## config.mk

```make
export PLATFORM = sky130hd
export DESIGN_NAME = pawn_sweep
export DESIGN_NICKNAME = d
export VERILOG_FILES = /design/src/rtl/pawn_sweep.sv
export SDC_FILE = /design/constraint.sdc
export NUM_CORES = 1
export LEC_CHECK = 0
export BUFFER_PORTS_ARGS = -buffer_cell sky130_fd_sc_hd__buf_2
export CORE_ASPECT_RATIO = 1.4
export CORE_UTILIZATION = 30
export DETAILED_ROUTE_END_ITERATION = 7
export PLACE_DENSITY = 0.47
export REMOVE_ABC_BUFFERS = 1
export SLEW_MARGIN = 30
export SYNTH_ARGS = -nofsm -noshare
export SYNTH_HDL_FRONTEND = slang
export SYNTH_SLANG_ARGS = --single-unit
```

## constraint.sdc

```tcl
create_clock -name clk -period 6 [get_ports clk]
set_input_delay 0 -clock clk [delete_from_list [all_inputs] [get_ports clk]]
set_output_delay 0 -clock clk [all_outputs]
set_load 0.03 [all_outputs]
```

## src/rtl/pawn_sweep.sv

```systemverilog
`default_nettype none
// ============================================================================
//  Module   : pawn_sweep
//  Purpose  : Sweeps a 64-square board held in SDRAM. Every square holding a
//             pawn of the selected side is handed to a pawn move generator.
//             The number of moves the generator reports is summed, and the
//             destination pointer advances by one board image per move.
//  Ports    : clk, rst_n            - clock, asynchronous active-low reset
//             slave_*               - CPU register slave
//                                     (0 start/busy, 1 src, 2 dest, 3 side,
//                                      4 total_moves)
//             bm_*                  - board read master (SDRAM)
//             gm_*                  - pawn generator master
//  Revision : 1.0  initial release
// ============================================================================
module pawn_sweep #(
  parameter logic signed [7:0] PAWN_CODE = 8'sd1
) (
  input  logic        clk,
  input  logic        rst_n,
  output logic        slave_waitrequest,
  input  logic [3:0]  slave_address,
  input  logic        slave_read,
  output logic [31:0] slave_readdata,
  input  logic        slave_write,
  input  logic [31:0] slave_writedata,
  input  logic        bm_waitrequest,
  output logic [31:0] bm_address,
  output logic        bm_read,
  input  logic [31:0] bm_readdata,
  input  logic        bm_readdatavalid,
  input  logic        gm_waitrequest,
  output logic [3:0]  gm_address,
  output logic        gm_read,
  input  logic [31:0] gm_readdata,
  output logic        gm_write,
  output logic [31:0] gm_writedata
);

  typedef enum logic [3:0] {
    S_IDLE   = 4'd0,
    S_RD_SQ  = 4'd1,
    S_WT_SQ  = 4'd2,
    S_CHECK  = 4'd3,
    S_G_SRC  = 4'd4,
    S_G_DST  = 4'd5,
    S_G_X    = 4'd6,
    S_G_Y    = 4'd7,
    S_G_GO   = 4'd8,
    S_G_POLL = 4'd9,
    S_ACCUM  = 4'd10,
    S_NEXT   = 4'd11
  } state_t;

  state_t      r_state;
  state_t      w_state_nx;

  logic [31:0] r_src_board_addr;
  logic [31:0] r_dest_base_addr;
  logic        r_side;
  logic [5:0]  r_sq;
  logic [31:0] r_dest_ptr;
  logic [31:0] r_total_moves;
  logic [7:0]  r_sq_pc;
  logic [31:0] r_cnt;

  logic        w_busy;
  logic        w_start;
  logic [7:0]  w_target;

  // Only the low byte of a board word carries the piece code; slave_read is
  // not needed because read data is purely combinational.
  logic        w_unused_ok;
  assign w_unused_ok = &{1'b0, bm_readdata[31:8], slave_read};

  assign w_busy   = (r_state != S_IDLE);
  assign w_start  = slave_write && (slave_address == 4'd0) && !w_busy;
  assign w_target = r_side ? -PAWN_CODE : PAWN_CODE;

  assign slave_waitrequest = 1'b0;

  always_comb begin
    slave_readdata = 32'd0;
    case (slave_address)
      4'd0:    slave_readdata = {31'd0, w_busy};
      4'd4:    slave_readdata = r_total_moves;
      default: slave_readdata = 32'd0;
    endcase
  end

  // State register
  always_ff @(posedge clk or negedge rst_n) begin
    if (!rst_n) begin
      r_state <= S_IDLE;
    end else begin
      r_state <= w_state_nx;
    end
  end

  // Next state and bus strobes; strobes decode from state only, so an
  // asynchronous reset drops them immediately.
  always_comb begin
    w_state_nx   = r_state;
    bm_read      = 1'b0;
    bm_address   = 32'd0;
    gm_read      = 1'b0;
    gm_write     = 1'b0;
    gm_address   = 4'd0;
    gm_writedata = 32'd0;
    case (r_state)
      S_IDLE: begin
        if (w_start) w_state_nx = S_RD_SQ;
      end
      S_RD_SQ: begin
        bm_read    = 1'b1;
        bm_address = r_src_board_addr + {24'd0, r_sq, 2'b00};
        if (!bm_waitrequest) w_state_nx = S_WT_SQ;
      end
      S_WT_SQ: begin
        if (bm_readdatavalid) w_state_nx = S_CHECK;
      end
      S_CHECK: begin
        w_state_nx = (r_sq_pc == w_target) ? S_G_SRC : S_NEXT;
      end
      S_G_SRC: begin
        gm_write     = 1'b1;
        gm_address   = 4'd1;
        gm_writedata = r_src_board_addr;
        if (!gm_waitrequest) w_state_nx = S_G_DST;
      end
      S_G_DST: begin
        gm_write     = 1'b1;
        gm_address   = 4'd2;
        gm_writedata = r_dest_ptr;
        if (!gm_waitrequest) w_state_nx = S_G_X;
      end
      S_G_X: begin
        gm_write     = 1'b1;
        gm_address   = 4'd3;
        gm_writedata = {29'd0, r_sq[2:0]};
        if (!gm_waitrequest) w_state_nx = S_G_Y;
      end
      S_G_Y: begin
        gm_write     = 1'b1;
        gm_address   = 4'd4;
        gm_writedata = {29'd0, r_sq[5:3]};
        if (!gm_waitrequest) w_state_nx = S_G_GO;
      end
      S_G_GO: begin
        gm_write     = 1'b1;
        gm_address   = 4'd0;
        gm_writedata = 32'd0;
        if (!gm_waitrequest) w_state_nx = S_G_POLL;
      end
      S_G_POLL: begin
        gm_read    = 1'b1;
        gm_address = 4'd0;
        if (!gm_waitrequest) w_state_nx = S_ACCUM;
      end
      S_ACCUM: begin
        w_state_nx = S_NEXT;
      end
      S_NEXT: begin
        w_state_nx = (r_sq == 6'd63) ? S_IDLE : S_RD_SQ;
      end
      default: begin
        w_state_nx = S_IDLE;
      end
    endcase
  end

  // Datapath registers
  always_ff @(posedge clk or negedge rst_n) begin
    if (!rst_n) begin
      r_src_board_addr <= 32'd0;
      r_dest_base_addr <= 32'd0;
      r_side           <= 1'b0;
      r_sq             <= 6'd0;
      r_dest_ptr       <= 32'd0;
      r_total_moves    <= 32'd0;
      r_sq_pc          <= 8'd0;
      r_cnt            <= 32'd0;
    end else begin
      // Configuration is frozen for the duration of a sweep.
      if (slave_write && !w_busy) begin
        case (slave_address)
          4'd1:    r_src_board_addr <= slave_writedata;
          4'd2:    r_dest_base_addr <= slave_writedata;
          4'd3:    r_side           <= slave_writedata[0];
          default: ;
        endcase
      end
      if (w_start) begin
        r_sq          <= 6'd0;
        r_dest_ptr    <= r_dest_base_addr;
        r_total_moves <= 32'd0;
      end
      if ((r_state == S_WT_SQ) && bm_readdatavalid) begin
        r_sq_pc <= bm_readdata[7:0];
      end
      if ((r_state == S_G_POLL) && !gm_waitrequest) begin
        r_cnt <= gm_readdata;
      end
      if (r_state == S_ACCUM) begin
        r_total_moves <= r_total_moves + r_cnt;
        // Each generated move occupies one 64-square x 4-byte board image.
        r_dest_ptr    <= r_dest_ptr + {r_cnt[23:0], 8'd0};
      end
      if ((r_state == S_NEXT) && (r_sq != 6'd63)) begin
        r_sq <= r_sq + 6'd1;
      end
    end
  end

endmodule
`default_nettype wire

```

Yosys cells after proc, flatten, opt, wreduce, memory -nomap -nowiden:

Index checks and enable logic that the tools add are counted.

* ROM bits: 0
* bits in writable memories: 0
* register bits after elaboration: 179
* bits in latches: 0
* input port bits: 107
* memories: 0
* output and inout port bits: 104

* equal/unequal tests: 27
* bitwise logic cells: 0
* shift operators: 0
* muxes and demuxes: 26
* $add $sub $neg: 4
* reductions and logical operators: 18
* div/mod/pow operators: 0
* $lt $le $gt $ge: 0
* $mul: 0

Operators by type and width (number)
* 32-bit 2-to-1 mux: 5
* 32-bit case mux with 4 select lines: 1
* 32-bit adder: 2
* 32-bit case mux with 2 select lines: 1
* 4-bit case mux with 12 select lines: 1
* 4-bit 2-to-1 mux: 10
* 32-bit by 8-bit adder with 32-bit output: 1
* 4-bit by 3-bit equality test with 1-bit output, second input constant: 5
* 2-bit inequality test, second input constant: 9
* 4-bit by 2-bit equality test with 1-bit output, second input constant: 4
* 4-bit equality test, second input constant: 4
* 6-bit 2-to-1 mux: 2
* 3-bit case mux with 4 select lines: 1
* 9-bit AND reduction: 1
* 4-bit by 1-bit equality test with 1-bit output, second input constant: 2
* 8-bit equality test: 1
* 4-bit logical NOT: 2
* 8-bit 2-to-1 mux: 1
* 6-bit by 1-bit adder with 6-bit output, second input constant: 1
* 6-bit equality test, second input constant: 1
* 1-bit logical AND: 6
* 6-bit inequality test, second input constant: 1
* 2-bit AND reduction: 3
* 5-bit OR reduction: 1
* other kinds (4): 9

Depth between registers and ports, before layout:

* depth in word-level cells: 5
* mapped depth: 12

Worst setup path before layout:

OpenSTA, ideal clock, no wires.

* path type: reg-to-output
* from: register r_sq[0]
* to: output bm_address[22]
* stages on the path, launching flop included: 12
* required time: 6000 ps
* path slack: 3107 ps
* data arrival time: 2893 ps
* cell sequence: dfrtp_1 > ha_1 > inv_1 > fa_1 > nor2b_1 > o21ai_0 > a21oi_1 > o21ai_0 > a21oi_1 > nand2_1 > or3_1 > a21oi_1

* cells in the longest elaborated chain, start to end: 2

Ends and longest elaborated chain
* start: declaration: RTL line 61 `logic [5:0] r_sq;`
* start signal: assignment: RTL line 210 `r_sq <= r_sq + 6'd1;`
* 32-bit by 8-bit adder with 32-bit output: RTL line 116 `bm_address = r_src_board_addr + {24'd0, r_sq, 2'b00};`
* 32-bit 2-to-1 mux: RTL line 110 `case (r_state)`
* end: declaration: RTL line 28 `output logic [31:0] bm_address,`

No other way between the ends.

Worst setup path after layout:

* from: register r_sq[1]
* to: output bm_address[19]

The elaborated chain is that of the path after synthesis.

==> out/qor.yml <==
cp-end-kind: "output pin"
clk_latency_ps: 460
grt.overflow.total: 0
slew_headroom: 0.428
synth_edf_count: 0
io_buffers: 183
num-fill-cells: 3792
h-tree-depth: 4
status: "complete, but fails checks"
multi_input_area_mm2: 0.00633
area_growth_pct: 24.3
reg2reg_from: "r_dest_ptr[8]$_DFFE_PN0P_"
yosys_warnings: 0
grt_max_degree: 71
hold_path_class: "input port to async pin"
die_area_mm2: 0.0383
ys_async_sr_fraction: 1.00
post-route-period-util: 0.589
clkTransAtPathRegs_ps: 70
cp_max_fo: 7
p_leak_nw: 6.78
cts-root-buf: "clkbuf_16"
start_util: 0.306
cp_data_arrival_time_ps: 3530
violations: "design-rule violations"
dr.first_iter.drc_count: 497
fin_setup_tns_ps: 0
synth.top_cells.by_area: "dfrtp_1 (40%), mux2_2 (10%), ha_1 (6.8%), o21ai_0 (3.8%), a21oi_1 (2.9%)"
r2r_setup_slack_ps: 2780
ant_nets: 0
synthFlopType: "dfrtp_1"
period_needed_ps: 3530
place_ws_ps: 2650
avgSynthCellArea_um2: 9.77
io-pin-count: 211
max-clock-path-buffers: 2
synthCells: 1151
avgViaCountPerCell: 5.15
synth_top_cell_area_share: 0.398
fp.coreArea_mm2: 0.0368
rsz0062_at_grt: "false"
cts_setup_buffers: 0
antenna_found_initial: 0
seq_area_mm2: 0.00448
clock.fmax_mhz: 283
setup_violations: 0
required_ps: 6000
hold_violations: 0
dp_hpwl_mm: 25.3
crit_type: "register to output pin"
std_cell_rows: 83
seq_area_frac_synth: 0.398
drt_pass1_iterations: 7
drcViolationCount: 26
synth_top_cell_by_area: "dfrtp_1"
grtUsageTotal: 0.188
cts.sinks: 179
setup_ws_ps: 2470
cts_made_buffers: 17
start_kind: "register"
cts_tree: "done"
grt_pass1_vias: 9506
num_vias: 9593
nets: 1554
ys_types: 73
detail_route.wl_per_cell_um: 18.9
ys_seq_elements: 179
pwr_density_cell_mw_per_mm2: 500
antennaDiodeCount: 0
worstMarginPinSlew_ps: 858
finalWirelength_mm: 35.2
slew_violations: 0
ff2ff_path_depth: 12
ir_drop_mv: 0.217
grt_pass1_wl_mm: 54.1
finClkSkew_ps: 12.9
die_x_um: 166
r2r-end: "r_dest_ptr[30]$_DFFE_PN0P_"
maxCapViolCount: 0
fp.dieH_um: 231
synth_common_cells: "dfrtp_1 (179), mux2_2 (102), o21ai_0 (85)"
synth.most_common_cell: "dfrtp_1"
synth_area_mm2: 0.0112
finalWeightedCongestion: 0.809
drive_gt1_frac: 0.257
[power by group]
part           internal, mW  switching [mW]  total, mW
registers              1.65           0.461       2.11
clock network         0.671           0.526       1.20
logic                  1.65            2.03       3.68
[per-stage QoR]
step | util | cells | power, mW | hold slack (ps) | cell area [um^2]
finish | 0.380 | 1863 | 6.99 | 48.7 | 14000
CTS | 0.380 | 1863 | 7.05 | 71.2 | 14000
detailed placement | 0.342 | 1754 | 5.78 | -49.4 | 12600
floorplan | - | 1087 | 4.83 | -296 | 10900
global placement | 0.341 | 1753 | 5.72 | -40.9 | 12600
global route | 0.380 | 1863 | 7.60 | 93.9 | 14000
[layout by cell type (no fill, tap or decap), types with 48 or more instances in the layout]
master           n
nor2_1          62
dlygate4sd3_1   77
dfrtp_1        179
mux2_2         102
nand2_1         81
o21ai_0         85
ha_1            61
buf_2          182
nand3_1         48
a21oi_1         66
[sequential cells by signal, indices dropped and copies added, names as in the netlist]
name	flops
r_cnt	32
r_dest_base_addr	32
r_dest_ptr	32
r_side	1
r_sq	6
r_sq_pc	8
r_src_board_addr	32
r_state	4
r_total_moves	32
[per-layer routing]
metal  GRT usage  up-vias  wire, um
met5           0        -         0
met4      0.0591        0       665
met3      0.0229       30      1080
met2       0.340      169     18500
met1       0.227     4728     14900
li1            -     4666         -
[cells by family after synthesis]
logic type               synth area share
XOR/XNOR                           0.0538
buffers and inverters              0.0416
adder cells (fa/ha/maj)            0.0732
flip-flops                          0.398
AO/OA/AOI/OAI                       0.170
AND/OR/NAND/NOR                     0.151
other                            0.000334
multiplexers                        0.112
[timing repair]
action	4_1_cts	5_1_grt
hold endpoints to repair	149	0
resized for setup	0	0
hold buffers	77	0
[area by class of cell]
class / count / area share
clock buffer: 18 / 0.0314
clock inverter: 14 / 0.0124
inverter: 32 / 0.00860
multi-input combinational: 876 / 0.453
sequential: 179 / 0.321
tap: 467 / 0.0418
timing repair buffer: 277 / 0.132
[worst max path at each step]
stage / startpoint / to / slack (ps)
after global placement: r_dest_ptr[8]$_DFFE_PN0P_ / r_dest_ptr[30]$_DFFE_PN0P_ / 2690
final: r_sq[1]$_DFFE_PN0P_ / bm_address[19] / 2470
after floorplan: r_state[0]$_DFFE_PN0P_ / r_cnt[0]$_DFFE_PN0P_ / 2400
after detailed placement: r_dest_ptr[8]$_DFFE_PN0P_ / r_dest_ptr[30]$_DFFE_PN0P_ / 2650
after global routing: r_sq[0]$_DFFE_PN0P_ / bm_address[26] / 2260
after CTS: r_sq[1]$_DFFE_PN0P_ / bm_address[19] / 2380
[worst max-delay path, cell delays in order (launching register included)]
cell and delay [ps]:
dfrtp_1 440, ha_1 290, a21o_1 180, a21oi_1 210
o21ai_0 120, a21o_1 210, a21oi_1 520, nor2_1 340
and4_1 300, xnor2_1 120, nor2_1 130, buf_2 230
Power figures use the tool's default switching activity.
